==> config.mk <==
export PLATFORM = sky130hd
export DESIGN_NAME = led_blink_array
export DESIGN_NICKNAME = d
export VERILOG_FILES = /design/src/rtl/led_blink_array.sv
export SDC_FILE = /design/constraint.sdc
export NUM_CORES = 1
export LEC_CHECK = 0
export ABC_AREA = 0
export CAP_MARGIN = 15
export CORE_AREA = 2 2 142 213
export CTS_CLUSTER_SIZE = 16
export DETAILED_ROUTE_END_ITERATION = 7
export DIE_AREA = 0 0 144 215
export GPL_TIMING_DRIVEN = 0
export PLACE_DENSITY = 0.66
export SLEW_MARGIN = 15
export SYNTH_ARGS = -nofsm -noshare
export SYNTH_HDL_FRONTEND = slang
export SYNTH_SLANG_ARGS = --single-unit
==> constraint.sdc <==
create_clock -name clock -period 9.35 [get_ports clock]
set_input_delay 0.935 -clock clock [delete_from_list [all_inputs] [get_ports clock]]
set_output_delay 0.935 -clock clock [all_outputs]
set_load 0.005 [all_outputs]
==> src/rtl/led_blink_array.sv <==
// Multi-channel LED driver: shared tick prescaler plus per-channel OFF/ON/BLINK/PWM
// pattern generators, configured one channel at a time through a valid/ready port.
module led_blink_array #(
    parameter int unsigned CHANNELS = 4,
    parameter int unsigned CNT_W    = 16,
    parameter int unsigned PRESCALE = 50,
    localparam int unsigned CH_W    = (CHANNELS > 1) ? $clog2(CHANNELS) : 1
) (
    input  logic                clock,
    input  logic                reset,
    input  logic                cfg_valid,
    output logic                cfg_ready,
    input  logic [CH_W-1:0]     cfg_chan,
    input  logic [1:0]          cfg_mode,
    input  logic [CNT_W-1:0]    cfg_period,
    input  logic [CNT_W-1:0]    cfg_duty,
    output logic                tick,
    output logic [CHANNELS-1:0] io_led
);

    localparam int unsigned PS_W = $clog2(PRESCALE);

    typedef enum logic [1:0] {
        MODE_OFF   = 2'd0,
        MODE_ON    = 2'd1,
        MODE_BLINK = 2'd2,
        MODE_PWM   = 2'd3
    } mode_e;

    logic [PS_W-1:0]     ps_q, ps_d;
    mode_e               mode_q   [CHANNELS];
    mode_e               mode_d   [CHANNELS];
    logic [CNT_W-1:0]    period_q [CHANNELS];
    logic [CNT_W-1:0]    period_d [CHANNELS];
    logic [CNT_W-1:0]    duty_q   [CHANNELS];
    logic [CNT_W-1:0]    duty_d   [CHANNELS];
    logic [CNT_W-1:0]    cnt_q    [CHANNELS];
    logic [CNT_W-1:0]    cnt_d    [CHANNELS];
    logic [CHANNELS-1:0] led_q, led_d;
    logic                wr_en;
    logic [CNT_W-1:0]    wrap_cnt;

    // Ready is withheld on tick cycles so a write and a pattern step never collide.
    assign tick      = (ps_q == PS_W'(PRESCALE - 1));
    assign cfg_ready = ~tick;
    assign io_led    = led_q;
    assign wr_en     = cfg_valid && cfg_ready
                       && ({1'b0, cfg_chan} < (CH_W + 1)'(CHANNELS));

    always_comb begin
        ps_d     = tick ? '0 : ps_q + PS_W'(1);
        led_d    = led_q;
        wrap_cnt = '0;
        for (int unsigned i = 0; i < CHANNELS; i++) begin
            mode_d[i]   = mode_q[i];
            period_d[i] = period_q[i];
            duty_d[i]   = duty_q[i];
            cnt_d[i]    = cnt_q[i];
            if (tick) begin
                wrap_cnt = (cnt_q[i] == period_q[i]) ? '0 : cnt_q[i] + CNT_W'(1);
                unique case (mode_q[i])
                    MODE_OFF:   led_d[i] = 1'b0;
                    MODE_ON:    led_d[i] = 1'b1;
                    MODE_BLINK: begin
                        cnt_d[i] = wrap_cnt;
                        if (cnt_q[i] == period_q[i]) begin
                            led_d[i] = ~led_q[i];
                        end
                    end
                    MODE_PWM: begin
                        cnt_d[i] = wrap_cnt;
                        led_d[i] = (wrap_cnt < duty_q[i]);
                    end
                    default: led_d[i] = 1'b0;
                endcase
            end else if (wr_en && (cfg_chan == CH_W'(i))) begin
                // A write always restarts the pattern from its start value.
                mode_d[i]   = mode_e'(cfg_mode);
                period_d[i] = cfg_period;
                duty_d[i]   = cfg_duty;
                cnt_d[i]    = '0;
                unique case (mode_e'(cfg_mode))
                    MODE_OFF:   led_d[i] = 1'b0;
                    MODE_ON:    led_d[i] = 1'b1;
                    MODE_BLINK: led_d[i] = 1'b1;
                    MODE_PWM:   led_d[i] = (cfg_duty != '0);
                    default:    led_d[i] = 1'b0;
                endcase
            end
        end
    end

    always_ff @(posedge clock) begin
        if (reset) begin
            ps_q  <= '0;
            led_q <= '0;
            for (int unsigned i = 0; i < CHANNELS; i++) begin
                mode_q[i]   <= MODE_OFF;
                period_q[i] <= '0;
                duty_q[i]   <= '0;
                cnt_q[i]    <= '0;
            end
        end else begin
            ps_q  <= ps_d;
            led_q <= led_d;
            for (int unsigned i = 0; i < CHANNELS; i++) begin
                mode_q[i]   <= mode_d[i];
                period_q[i] <= period_d[i];
                duty_q[i]   <= duty_d[i];
                cnt_q[i]    <= cnt_d[i];
            end
        end
    end

endmodule

* Yosys cells after proc, flatten, opt, wreduce, memory -nomap -nowiden
Memories as Yosys holds them, arrays and structs flattened.
Cells that the tools add are included.
** Cells by class
- Equal/unequal tests :: 27
- $add $sub $neg :: 5
- Order comparisons :: 4
- Multiplexer cells :: 76
- Bitwise operators :: 21
- Reduce and logical (&&, ||, !) cells :: 26
** Operator list (number)
- $mux W16 :: 44
- $add A16 B1 Y16 const B :: 4
- $eq A16 B16 Y1 :: 4
- $lt A16 B16 Y1 :: 4
- $eq A2 B2 Y1 const B :: 12
- $mux W2 :: 12
- $or A1 B1 Y1 :: 16
- $pmux W1 S4 :: 4
- $reduce_bool A16 Y1 :: 1
- $mux W1 :: 15
- $eq A2 B1 Y1 const B :: 6
- $logic_not A2 Y1 :: 6
- $ne A3 B3 Y1 const B :: 4
- $reduce_or A2 Y1 :: 6
- $reduce_and A2 Y1 :: 4
- $reduce_bool A2 Y1 :: 4
- $add A6 B1 Y6 const B :: 1
- $eq A6 B6 Y1 const B :: 1
- $logic_and A1 B1 Y1 :: 5
- $not A1 Y1 :: 5
- $pmux W1 S3 :: 1
** Storage, ports and cells
- Output and inout port bits :: 6
- Memories :: 4
- RAM bits :: 200
- Logic and storage cells :: 168
- Bits in registers :: 10
** Memory list
- cnt_q :: depth 4, bits a word 16, read ports 4, clocked after Yosys merged registers in 0, wr ports 4, RTL line 37 : logic [CNT_W-1:0] cnt_q [CHANNELS];
- duty_q :: depth 4, bits a word 16, read ports 4, clocked after Yosys merged registers in 0, wr ports 4, RTL line 35 : logic [CNT_W-1:0] duty_q [CHANNELS];
- period_q :: depth 4, bits a word 16, read ports 4, clocked after Yosys merged registers in 0, wr ports 4, RTL line 33 : logic [CNT_W-1:0] period_q [CHANNELS];
- mode_q :: depth 4, bits a word 2, read ports 4, clocked after Yosys merged registers in 0, wr ports 4, RTL line 31 : mode_e mode_q [CHANNELS];

* Depth between registers and ports, before layout
Gate-level depths: netlist of run 1.
- Depth after elaboration :: 7
- Gate-level depth with buffers :: 15
- Depth with buffers taken out :: 14

* Worst setup path after synthesis of run 1
No wires, ideal clock.
- Kind :: reg-to-reg
- Start :: memory cnt_q[1][10]
- End :: register led_q[1] (netlist: io_led[1])
- Cell stages (with the launch flop) :: 14
- Setup time :: 120 ps
- Clock period less this slack :: 3194 ps
- Slack :: 6156 ps
- Arrival time :: 3074 ps
- Path through :: dfxtp_1 buf_2 xnor2_1 nand4_1 nor4_4 buf_2 buf_2 nor2_1 ha_1 and4_1 nand2_1 or4_1 a41o_1 o31a_1
** RTL lines
- from (decl) :: RTL line 37
- to (signal assigned) :: RTL line 105 : led_q <= led_d;
- to (decl) :: RTL line 39 : logic [CHANNELS-1:0] led_q, led_d;

* Final worst setup path of run 1
- Start :: register ps_q[0]
- End :: output tick
** On the way
- Word-level cells in the longest chain between the ends :: 1
** RTL lines
- from (decl) :: RTL line 30 : logic [PS_W-1:0] ps_q, ps_d;
- from (signal assigned) :: RTL line 104 : ps_q <= ps_d;
- $eq A6 B6 Y1 :: RTL line 44 : assign tick = (ps_q == PS_W'(PRESCALE - 1));
- to (decl) :: RTL line 17 : output logic tick,
No other way between the ends.

==> results of run 1 <==
-- sequential cells by signal, indices dropped and copies added, names as in the netlist --
signal and cells:
io_led 4, cnt_q 64, duty_q 64, period_q 64, mode_q 8, ps_q 6
-- layer usage --
layer  vias up  routed length [um]  track usage (%)
met2       326               18300             41.7
met1      5124               14700             27.8
met4         0                2250             13.4
li1       5380                   -                -
met5         -                   0                0
met3        94                1910             3.01
-- worst min-delay path, stage by stage (launching register included) --
cell and delay, ps:
dfxtp_1 310, nand2_1 50, a21oi_1 50
-- synthesized netlist by cell type (all sizes together) (13+ instances only) --
cell type | count | area [um2]
a21oi | 206 | 1030
a311oi | 52 | 455
and3 | 21 | 131
and4 | 14 | 123
buf | 41 | 250
clkbuf | 60 | 229
dfxtp | 210 | 4200
ha | 68 | 851
inv | 71 | 267
nand2 | 323 | 1220
nand2b | 18 | 113
nand3 | 38 | 190
nand4 | 24 | 150
nor2 | 93 | 354
nor3 | 43 | 220
o21ai | 19 | 95.1
or3 | 13 | 81.3
xnor2 | 104 | 911
xor2 | 20 | 175
-- kinds of logic (layout without fill, tap and decap cells) --
group / count (synthesis) / in the layout / share of synthesized area, %
muxes: 2 / 2 / 0.170
and+or+nand+nor: 625 / 625 / 24.7
DFF: 210 / 210 / 35.7
buffers and inverters: 173 / 255 / 6.40
adders and majority gates: 68 / 68 / 7.22
AOI/OAI and AO/OA: 321 / 321 / 16.6
xor gates and xnor gates: 124 / 124 / 9.22
-- metrics by stage --
| step | utilization [%] | cell area [um2] | cells | setup slack [ps] | power (mW) |
|---|---|---|---|---|---|
| floorplan | - | 11800 | 1523 | 6160 | 1.07 |
| global placement | 43.5 | 12700 | 1961 | 5670 | 1.16 |
| detailed placement | 43.5 | 12700 | 1961 | 5650 | 1.16 |
| CTS | 46.2 | 13500 | 2000 | 5190 | 2.11 |
| global route | 46.2 | 13500 | 2000 | 5120 | 2.16 |
| finish | 46.2 | 13500 | 2000 | 5190 | 2.10 |
-- worst paths after layout --
| path | end | slack (ps) | cells past startpoint |
|---|---|---|---|
| max | tick | 5190 | 8 |
| min | duty_q[0][15] | 460 | 2 |
| max reg2reg | io_led[2] | 5650 | 12 |
| min reg2reg | duty_q[0][15] | 460 | 2 |
-- area by class of cell --
cell class / instances / share of cell area, %
Buffer: 101 / 3.55
Clock buffer: 33 / 4.99
Clock inverter: 6 / 0.779
Inverter: 72 / 2.04
Multi-Input combinational cell: 1140 / 50.6
Sequential cell: 210 / 31.2
Tap cell: 395 / 3.66
Timing Repair Buffer: 43 / 3.19
-- report_power, final --
part	switching, mW	total [mW]	internal, mW
clock	0.373	0.952	0.579
sequential	0.0151	0.931	0.916
combinational	0.146	0.215	0.0693
total	0.534	2.10	1.56
==> run summary, run 1 <==
via count -> 10924
number of flops mapped to enable cells by yosys -> 0
LEAKAGE -> 4.59 nW
global-route wire length before repair -> 57.2 mm
number of synthesized register bits -> 210
synthesis warning total -> 0
setup TNS -> 0 ps
Mapped Area -> 11800 um2
CTS Buf Count -> 22
layout cells sized above 1 -> 5.79%
crit-path max cell delay -> 640 ps
Clock transition at path regs -> 60 ps
FMAX -> 240 MHz
Synth Flop Type -> dfxtp_1
Setup CP Type -> reg2out
reg2reg start -> cnt_q[2][0]
max_cap viols -> 0
Root Driver -> clkbuf_16
fin crit share -> 44.5%
Syn Inst Count -> 1523
CTS tree -> done
Max H-tree Level -> 1
Num Clock Sinks -> 210
initial antenna violation count -> 0
WL per Instance -> 18.6 um
fillers -> 2936
sequential fraction of the synthesis area -> 35.7%
vias in the first global route -> 10301
Setup crit end kind -> output pin
DRT Pass-1 Iters -> 5
Avg Synthesized Cell Area -> 7.74 um2
area of the multi-input gates -> 6830 um2
Routability Congestion -> 0.949
Hold Worst Slack -> 456 ps
IO buf count -> 43
area grow syn2layout -> 14.5%
Initial DRC Count -> 767
DIE WIDTH -> 144 um
post-CTS setup buffer count -> 0
Core Rows -> 77
placed wire-length estimate -> 27.8 mm
final hold vios -> 0
routed wire length -> 37.2 mm
Hold Path Origin -> duty_q[0][15]
final setup fails -> 0
commonest non-fill, non-tap cell in the layout -> nand2_1
slowest CP cell -> clkdlybuf4s50_1
antenna-violating nets left -> 0
worst path bufs/invs -> 5
RSZ-0062 raised after global routing -> false
Final Max Tran Viols -> 0
effective utilization at floorplan -> 40.4%
drt drc -> 0
worst min path class -> reg2reg
Slew headroom -> 29.3%
PwrDens -> 156 nW/um2
gr usage total -> 23.9%
CP startpoint -> ps_q[0]
Crit Path Max Fanout -> 10
asr flop ratio synth -> 0%
Setup Skew -> 8.32 ps
I/O pin total -> 45
post-cts sizing count -> 0
clk buf depth -> 3
Synth cell types -> 58
CP Launch Type -> flip-flop
vertical die dimension -> 215 um
Top Family by Delay on Critical Path -> buffers and inverters
minimum clock period after layout -> 4160 ps
largest net degree at the start of global routing -> 14
Arrival @ worst endpoint -> 3230 ps
Most common cell on crit path -> buf_6
Vias/cell -> 5.46
Clock Latency Late Sink -> 520 ps
gr ovfl total -> 0
Worst VDD drop -> 0.000110 V
total area of sequential cells -> 4200 um2
Nets -> 1697
Worst Path Required -> 8420 ps
cts hold-fix bufs -> 0
worst path cell trace -> ha_1 > nand4b_4 > or2_1 > buf_6 > clkinv_4 > buf_6 > clkbuf_1 > clkdlybuf4s50_1
core area -> 29200 um2
syn nets -> 1630
commonest cells after routing, fill and taps aside -> 322 x nand2_1, 210 x dfxtp_1, 206 x a21oi_1
die footprint -> 31000 um2
Slew @ Worst Pin -> 1060 ps
n_diodes -> 0
run status -> complete, no violations
(Power assumes the default switching activity.)
==> run 2, diff against run 1 <==
Settings changed: PLACE_DENSITY 0.66 to 0.68.
Clock period 9.35 ns to 3.6 ns, I/O delays scaled along.
==> run 2 against run 1 <==
Net effect: final area increased by 0.13%; die area unchanged; routed wire length decreased by 0.90%; power increased to 2.6 times the previous value; clock power increased to 2.5 times the previous value; first-iteration DRC count decreased by 0.13%; sequential share of layout area about the same; clock skew about the same; highest routed layer unchanged; core utilization increased by 0.060 points; critical path depth increased by 5; setup slack got worse by 5000 ps; via count increased by 1.3%.
==> run summary, run 2 (synthesis gave the netlist of run 1 again) <==
run status -> complete, no violations
Clock Latency Late Sink -> 520 ps (about the same)
fin crit share -> 94.9%
DIE WIDTH -> 144 um (unchanged)
antenna-violating nets left -> 0 (unchanged)
die footprint -> 31000 um2 (unchanged)
reg2reg path depth -> 13 (+1)
I/O pin total -> 45 (unchanged)
CTS Buf Count -> 21 (-4.5%)
commonest cells after routing, fill and taps aside -> 322 x nand2_1, 209 x dfxtp_1, 206 x a21oi_1
combinational power share -> 11.1% (+0.8 points)
Internal -> 4.01 mW (+160%)
via count -> 11061 (+1.3%)
Final Max Tran Viols -> 0 (unchanged)
Routability Congestion -> 0.967 (+1.9%)
end-of-flow core utilization -> 46.3% (+0.060 points)
Clock transition at path regs -> 60 ps (about the same)
largest net degree at the start of global routing -> 15 (+1)
Slew @ Worst Pin -> 1270 ps (+206 ps)
effective utilization at floorplan -> 40.4% (unchanged)
top flop regs -> cnt_q (64), duty_q (64), period_q (64)
Crit Path Max Fanout -> 10 (unchanged)
vias in the first global route -> 10560 (+2.5%)
LEAKAGE -> 4.61 nW (+0.39%)
IO buf count -> 43 (unchanged)
max_cap viols -> 0 (unchanged)
WP depth -> 13 (+5)
Clock power frac -> 44.1% (-1.3 points)
core area -> 29200 um2 (unchanged)
CP Launch Type -> flip-flop
Worst R2R End -> io_led[1]
Root Driver -> clkbuf_16
area grow syn2layout -> 14.6%
WL per Instance -> 18.4 um (-1.2%)
Core Rows -> 77 (unchanged)
drt drc -> 0 (unchanged)
PwrDens -> 399 nW/um2 (+160%)
FMAX -> 293 MHz
Setup Skew -> 8.61 ps (+0.295 ps)
clk buf depth -> 3 (unchanged)
Psw -> 1.39 mW (+160%)
RSZ-0062 raised after global routing -> false
slowest CP cell -> or4_1
initial antenna violation count -> 0 (unchanged)
reg2reg start -> cnt_q[1][8]
crit-path max cell delay -> 470 ps (-170 ps)
worst path cell trace -> buf_2 > xnor2_1 > nand4_1 > nor4_4 > buf_4 > buf_2 > nor2_1 > ha_1 > and4_1 > nand2_1 > or4_1 > a41o_1 > o31a_1
Worst Path Required -> 4000 ps (-4420 ps)
Vias/cell -> 5.51 (+0.95%)
Flop pwr share -> 44.8% (+0.4 points)
Worst VDD drop -> 0.000278 V (+150%)
DRT Pass-1 Iters -> 5 (unchanged)
crit path to -> io_led[1]
worst min path class -> reg2reg
Top Family by Delay on Critical Path -> simple AND/OR/NAND/NOR gates
gr usage total -> 23.7% (-0.16 points)
Total Power -> 5.40 mW (+160%)
global-route wire length before repair -> 57.0 mm (-0.40%)
Setup crit end kind -> flip-flop
Arrival @ worst endpoint -> 3820 ps (+590 ps)
Max H-tree Level -> 1 (unchanged)
vertical die dimension -> 215 um (unchanged)
minimum clock period after layout -> 3410 ps
final hold vios -> 0 (unchanged)
CP startpoint -> cnt_q[1][8]
worst path bufs/invs -> 3 (-2)
layout cells sized above 1 -> 6.27% (+0.48 points)
gr ovfl total -> 0 (unchanged)
Num Clock Sinks -> 210 (unchanged)
final setup fails -> 0 (unchanged)
Setup CP Type -> reg2reg
fillers -> 2892 (-1.5%)
Sw Ratio -> 25.7% (+0.27 points)
Nets -> 1705 (+0.47%)
n_diodes -> 0 (unchanged)
cts hold-fix bufs -> 0 (unchanged)
Slew headroom -> 15.0% (-14 points)
placed wire-length estimate -> 27.6 mm (-0.71%)
Initial DRC Count -> 766 (-0.13%)
routed wire length -> 36.8 mm (-0.90%)
Most common cell on crit path -> buf_2
commonest non-fill, non-tap cell in the layout -> nand2_1
CTS tree -> done
r2r setup slk -> 190 ps (-5460 ps)
run 2: cell types whose count changed in the layout (fill, tap and decap cells not counted), sizes merged:
cell and delta:
buf +10, clkbuf -7, bufinv +1, clkinv +1
clkinvlp +1
run 2: metrics by stage:
step | TNS (ps) | cells | hold slack, ps | worst slack (ps) | area (um2)
after floorplan | 0 | 1523 | 431 | 406 | 11800
after global placement | -133 | 1961 | 445 | -109 | 12700
after detailed placement | -159 | 1961 | 446 | -131 | 12700
after CTS | 0 | 1999 | 455 | 57.1 | 13400
after global routing | 0 | 2006 | 473 | 10.1 | 13500
final | 0 | 2006 | 454 | 185 | 13500
run 2: how the worst min path moves through the flow:
| stage | start | to | slack, ps | depth (start not counted) |
|---|---|---|---|---|
| after floorplan | duty_q[2][0] | duty_q[2][0] | 430 | 2 |
| after global placement | duty_q[1][11] | duty_q[1][11] | 440 | 2 |
| after detailed placement | duty_q[0][2] | duty_q[0][2] | 450 | 2 |
| after CTS | duty_q[0][2] | duty_q[0][2] | 460 | 2 |
| after global routing | duty_q[1][4] | duty_q[1][4] | 470 | 2 |
| final | duty_q[0][6] | duty_q[0][6] | 450 | 2 |
run 2: power groups by stage:
| stage | Clock, mW | Combinational (mW) | Sequential, mW |
|---|---|---|---|
| after floorplan | 0 | 0.327 | 2.46 |
| after global placement | 0 | 0.544 | 2.47 |
| after detailed placement | 0 | 0.548 | 2.47 |
| after CTS | 2.42 | 0.560 | 2.42 |
| after global routing | 2.48 | 0.641 | 2.42 |
| final | 2.38 | 0.599 | 2.42 |
run 2: final cells by class:
| cell class | instances | area [um2] | area share, % |
|---|---|---|---|
| timing repair buffer | 53 | 505 | 3.74 |
| tap | 395 | 494 | 3.66 |
| clock inverter | 9 | 148 | 1.09 |
| clock buffer | 27 | 578 | 4.28 |
| multi-input combinational | 1140 | 6830 | 50.5 |
| inverter | 72 | 275 | 2.04 |
| buffer | 100 | 478 | 3.54 |
| sequential | 210 | 4210 | 31.1 |
run 2: worst reg2reg max path, delay by kind of cell (launching register included):
family	cells	cell delay, ps
compound gates	2	460
xor+xnor	1	150
fa+ha+maj	1	310
buf+inv	3	680
flops	1	300
simple gates	6	1400
run 2: what timing repair did:
| item | in CTS | in global routing |
|---|---|---|
| endpoints found under the setup margin | 2 | 4 |
| gates resized for setup | 0 | 3 |
| buffers inserted | 2 | 8 |
| pin swaps | 2 | 3 |
run 2: layer usage:
metal,global-route usage [%],vias to the layer above,part of all wire (%),routed length [um]
li1,-,5397,-,-
met1,26.1,5199,38,14000
met2,43.1,373,50,18500
met3,2.94,92,5.6,2080
met4,13.3,0,6.1,2250
met5,0,-,0,0
==> run 3, diff against run 2 <==
==> constraint.sdc (replaced) <==
create_clock -name clock -period 3.6 [get_ports clock]
set_input_delay 0.54 -clock clock [delete_from_list [all_inputs] [get_ports clock]]
set_output_delay 0.54 -clock clock [all_outputs]
set_load 0.005 [all_outputs]
==> run 3 against run 2 <==
Net effect: die area is the same; non-clock buffer count grew 2; final cell count is essentially flat; final area grew 0.19%; sequential power is essentially flat; register-to-register slack gained 70 ps; combinational power grew 2%; sequential share of layout area shrank 0.067 points; maximum frequency grew 2.1%.
==> run summary, run 3 (synthesis gave the netlist of run 1 again) <==
run status -> complete, no violations
final hold vios -> 0 (unchanged)
DIE WIDTH -> 144 um (unchanged)
Worst Path Required -> 4010 ps (about the same)
drt drc -> 0 (unchanged)
Setup Skew -> 8.16 ps (-0.452 ps)
Routability Congestion -> 0.967 (unchanged)
placed cell area -> 12700 um2 (unchanged)
Clock Latency Late Sink -> 520 ps (about the same)
Sw Ratio -> 25.6% (-0.13 points)
antenna-violating nets left -> 0 (unchanged)
Flop pwr share -> 44.8% (about the same)
max_cap viols -> 0 (unchanged)
gr usage total -> 23.6% (-0.11 points)
Top Family by Delay on Critical Path -> simple AND/OR/NAND/NOR gates
Setup CP Type -> reg2reg
crit-path max cell delay -> 500 ps (+30 ps)
LEAKAGE -> 4.62 nW (+0.24%)
Total Power -> 5.40 mW (about the same)
vias in the first global route -> 10533 (-0.26%)
Max H-tree Level -> 1 (unchanged)
top flop regs -> cnt_q (64), duty_q (64), period_q (64)
clk buf depth -> 3 (unchanged)
fin crit share -> 92.9% (-2.0 points)
end-of-flow core utilization -> 46.4% (+0.086 points)
Nets -> 1707 (+0.12%)
CTS Buf Count -> 21 (unchanged)
commonest non-fill, non-tap cell in the layout -> nand2_1
CP Launch Type -> flip-flop
Post-Place Setup Slack -> -131 ps (unchanged)
IO buf count -> 43 (unchanged)
area grow syn2layout -> 14.9%
combinational power share -> 11.3% (+0.2 points)
Root Driver -> clkbuf_16
final instance area -> 13500 um2 (+0.19%)
Hold Worst Slack -> 454 ps (+0.593 ps)
Core Rows -> 77 (unchanged)
WP depth -> 13 (unchanged)
worst path bufs/invs -> 3 (unchanged)
Psw -> 1.38 mW (-0.47%)
Final Max Tran Viols -> 0 (unchanged)
worst min path class -> reg2reg
hold depth -> 2 (unchanged)
routed wire length -> 36.9 mm (+0.14%)
largest net degree at the start of global routing -> 20 (+5)
PwrDens -> 399 nW/um2 (-0.13%)
n_diodes -> 0 (unchanged)
Worst VDD drop -> 0.000275 V (-1.3%)
commonest cells after routing, fill and taps aside -> 322 x nand2_1, 210 x dfxtp_1, 206 x a21oi_1
die footprint -> 31000 um2 (unchanged)
CTS tree -> done
Clock power frac -> 44.0% (about the same)
worst path cell trace -> buf_2 > xnor2_1 > nand4_1 > nor4_4 > buf_4 > buf_2 > nor2_1 > ha_1 > and4_1 > nand2_1 > or4_1 > a41o_1 > o31a_1
slowest CP cell -> or4_1
Vias/cell -> 5.50 (-0.30%)
FMAX -> 299 MHz (+2.1%)
Clock transition at path regs -> 70 ps (about the same)
placed wire-length estimate -> 27.6 mm (unchanged)
Slew @ Worst Pin -> 1320 ps (+54.3 ps)
Initial DRC Count -> 765 (-0.13%)
Num Clock Sinks -> 210 (unchanged)
minimum clock period after layout -> 3340 ps (-70.5 ps)
WL per Instance -> 18.4 um (about the same)
Arrival @ worst endpoint -> 3750 ps (-70 ps)
Crit Path Max Fanout -> 10 (unchanged)
Internal -> 4.02 mW (+0.23%)
Setup crit end kind -> flip-flop
gr ovfl total -> 0 (unchanged)
initial antenna violation count -> 0 (unchanged)
Slew headroom -> 11.3% (-3.7 points)
I/O pin total -> 45 (unchanged)
effective utilization at floorplan -> 40.4% (unchanged)
core area -> 29200 um2 (unchanged)
via count -> 11039 (-0.20%)
final setup fails -> 0 (unchanged)
DRT Pass-1 Iters -> 5 (unchanged)
Most common cell on crit path -> buf_2
global-route wire length before repair -> 56.7 mm (-0.47%)
vertical die dimension -> 215 um (unchanged)
final setup margin -> 256 ps (+70.5 ps)
RSZ-0062 raised after global routing -> false
layout cells sized above 1 -> 6.39% (+0.12 points)
reg2reg path depth -> 13 (unchanged)
[run 3: cell count changes in the layout (fill, tap and decap cells not counted), sizes merged]
cell  change
buf       +2
[run 3: worst register-to-register path: stages (launching register included)]
cell and delay, ps:
dfxtp_1 300, buf_2 150, xnor2_1 210, nand4_1 160, nor4_4 310, buf_4 230
buf_2 230, nor2_1 70, ha_1 310, and4_1 240, nand2_1 70, or4_1 500
a41o_1 230, o31a_1 230
[run 3: per-stage QoR]
stage	TNS (ps)	instances
after floorplan	0	1523
after global placement	-133	1961
after detailed placement	-159	1961
after CTS	0	1997
after global routing	0	2008
final	0	2008
[run 3: what timing repair did]
action                                 CTS  global route
hold buffers                             0             0
pin swaps                                2             3
setup endpoints to repair                3             3
buffers inserted                         1            11
endpoints found under the hold margin    0             0
gates resized for setup                  3             1
[run 3: metal layers]
metal / vias up / part of all wire, % / GRT usage [%] / routed length, um
met1: 5175 / 38 / 26.0 / 14100
met3: 107 / 5.2 / 2.96 / 1920
met5: - / 0 / 0 / 0
met4: 0 / 6.5 / 13.4 / 2390
met2: 366 / 50 / 42.8 / 18500
li1: 5391 / - / - / -
[run 3: area by class of cell]
cell class | count | area (um2)
Inverter | 72 | 275
Clock inverter | 9 | 148
Clock buffer | 27 | 578
Timing Repair Buffer | 55 | 520
Multi-Input combinational cell | 1140 | 6830
Fill cell | 2889 | 15700
Tap cell | 395 | 494
Buffer | 100 | 484
Sequential cell | 210 | 4200
[run 3: power by group through the flow]
stage,Clock [mW],Combinational (mW),Sequential (mW)
global route,2.49,0.651,2.42
global placement,0,0.544,2.47
finish,2.37,0.609,2.42
detailed placement,0,0.548,2.47
CTS,2.42,0.560,2.42
floorplan,0,0.327,2.46
[run 3: final timing paths]
| kind | from | endpoint | slack (ps) |
|---|---|---|---|
| hold / removal | duty_q[0][6] | duty_q[0][6] | 450 |
| setup / recovery | cnt_q[2][3] | io_led[2] | 260 |
| hold reg to reg | duty_q[0][6] | duty_q[0][6] | 450 |
| setup reg to reg | cnt_q[2][3] | io_led[2] | 260 |
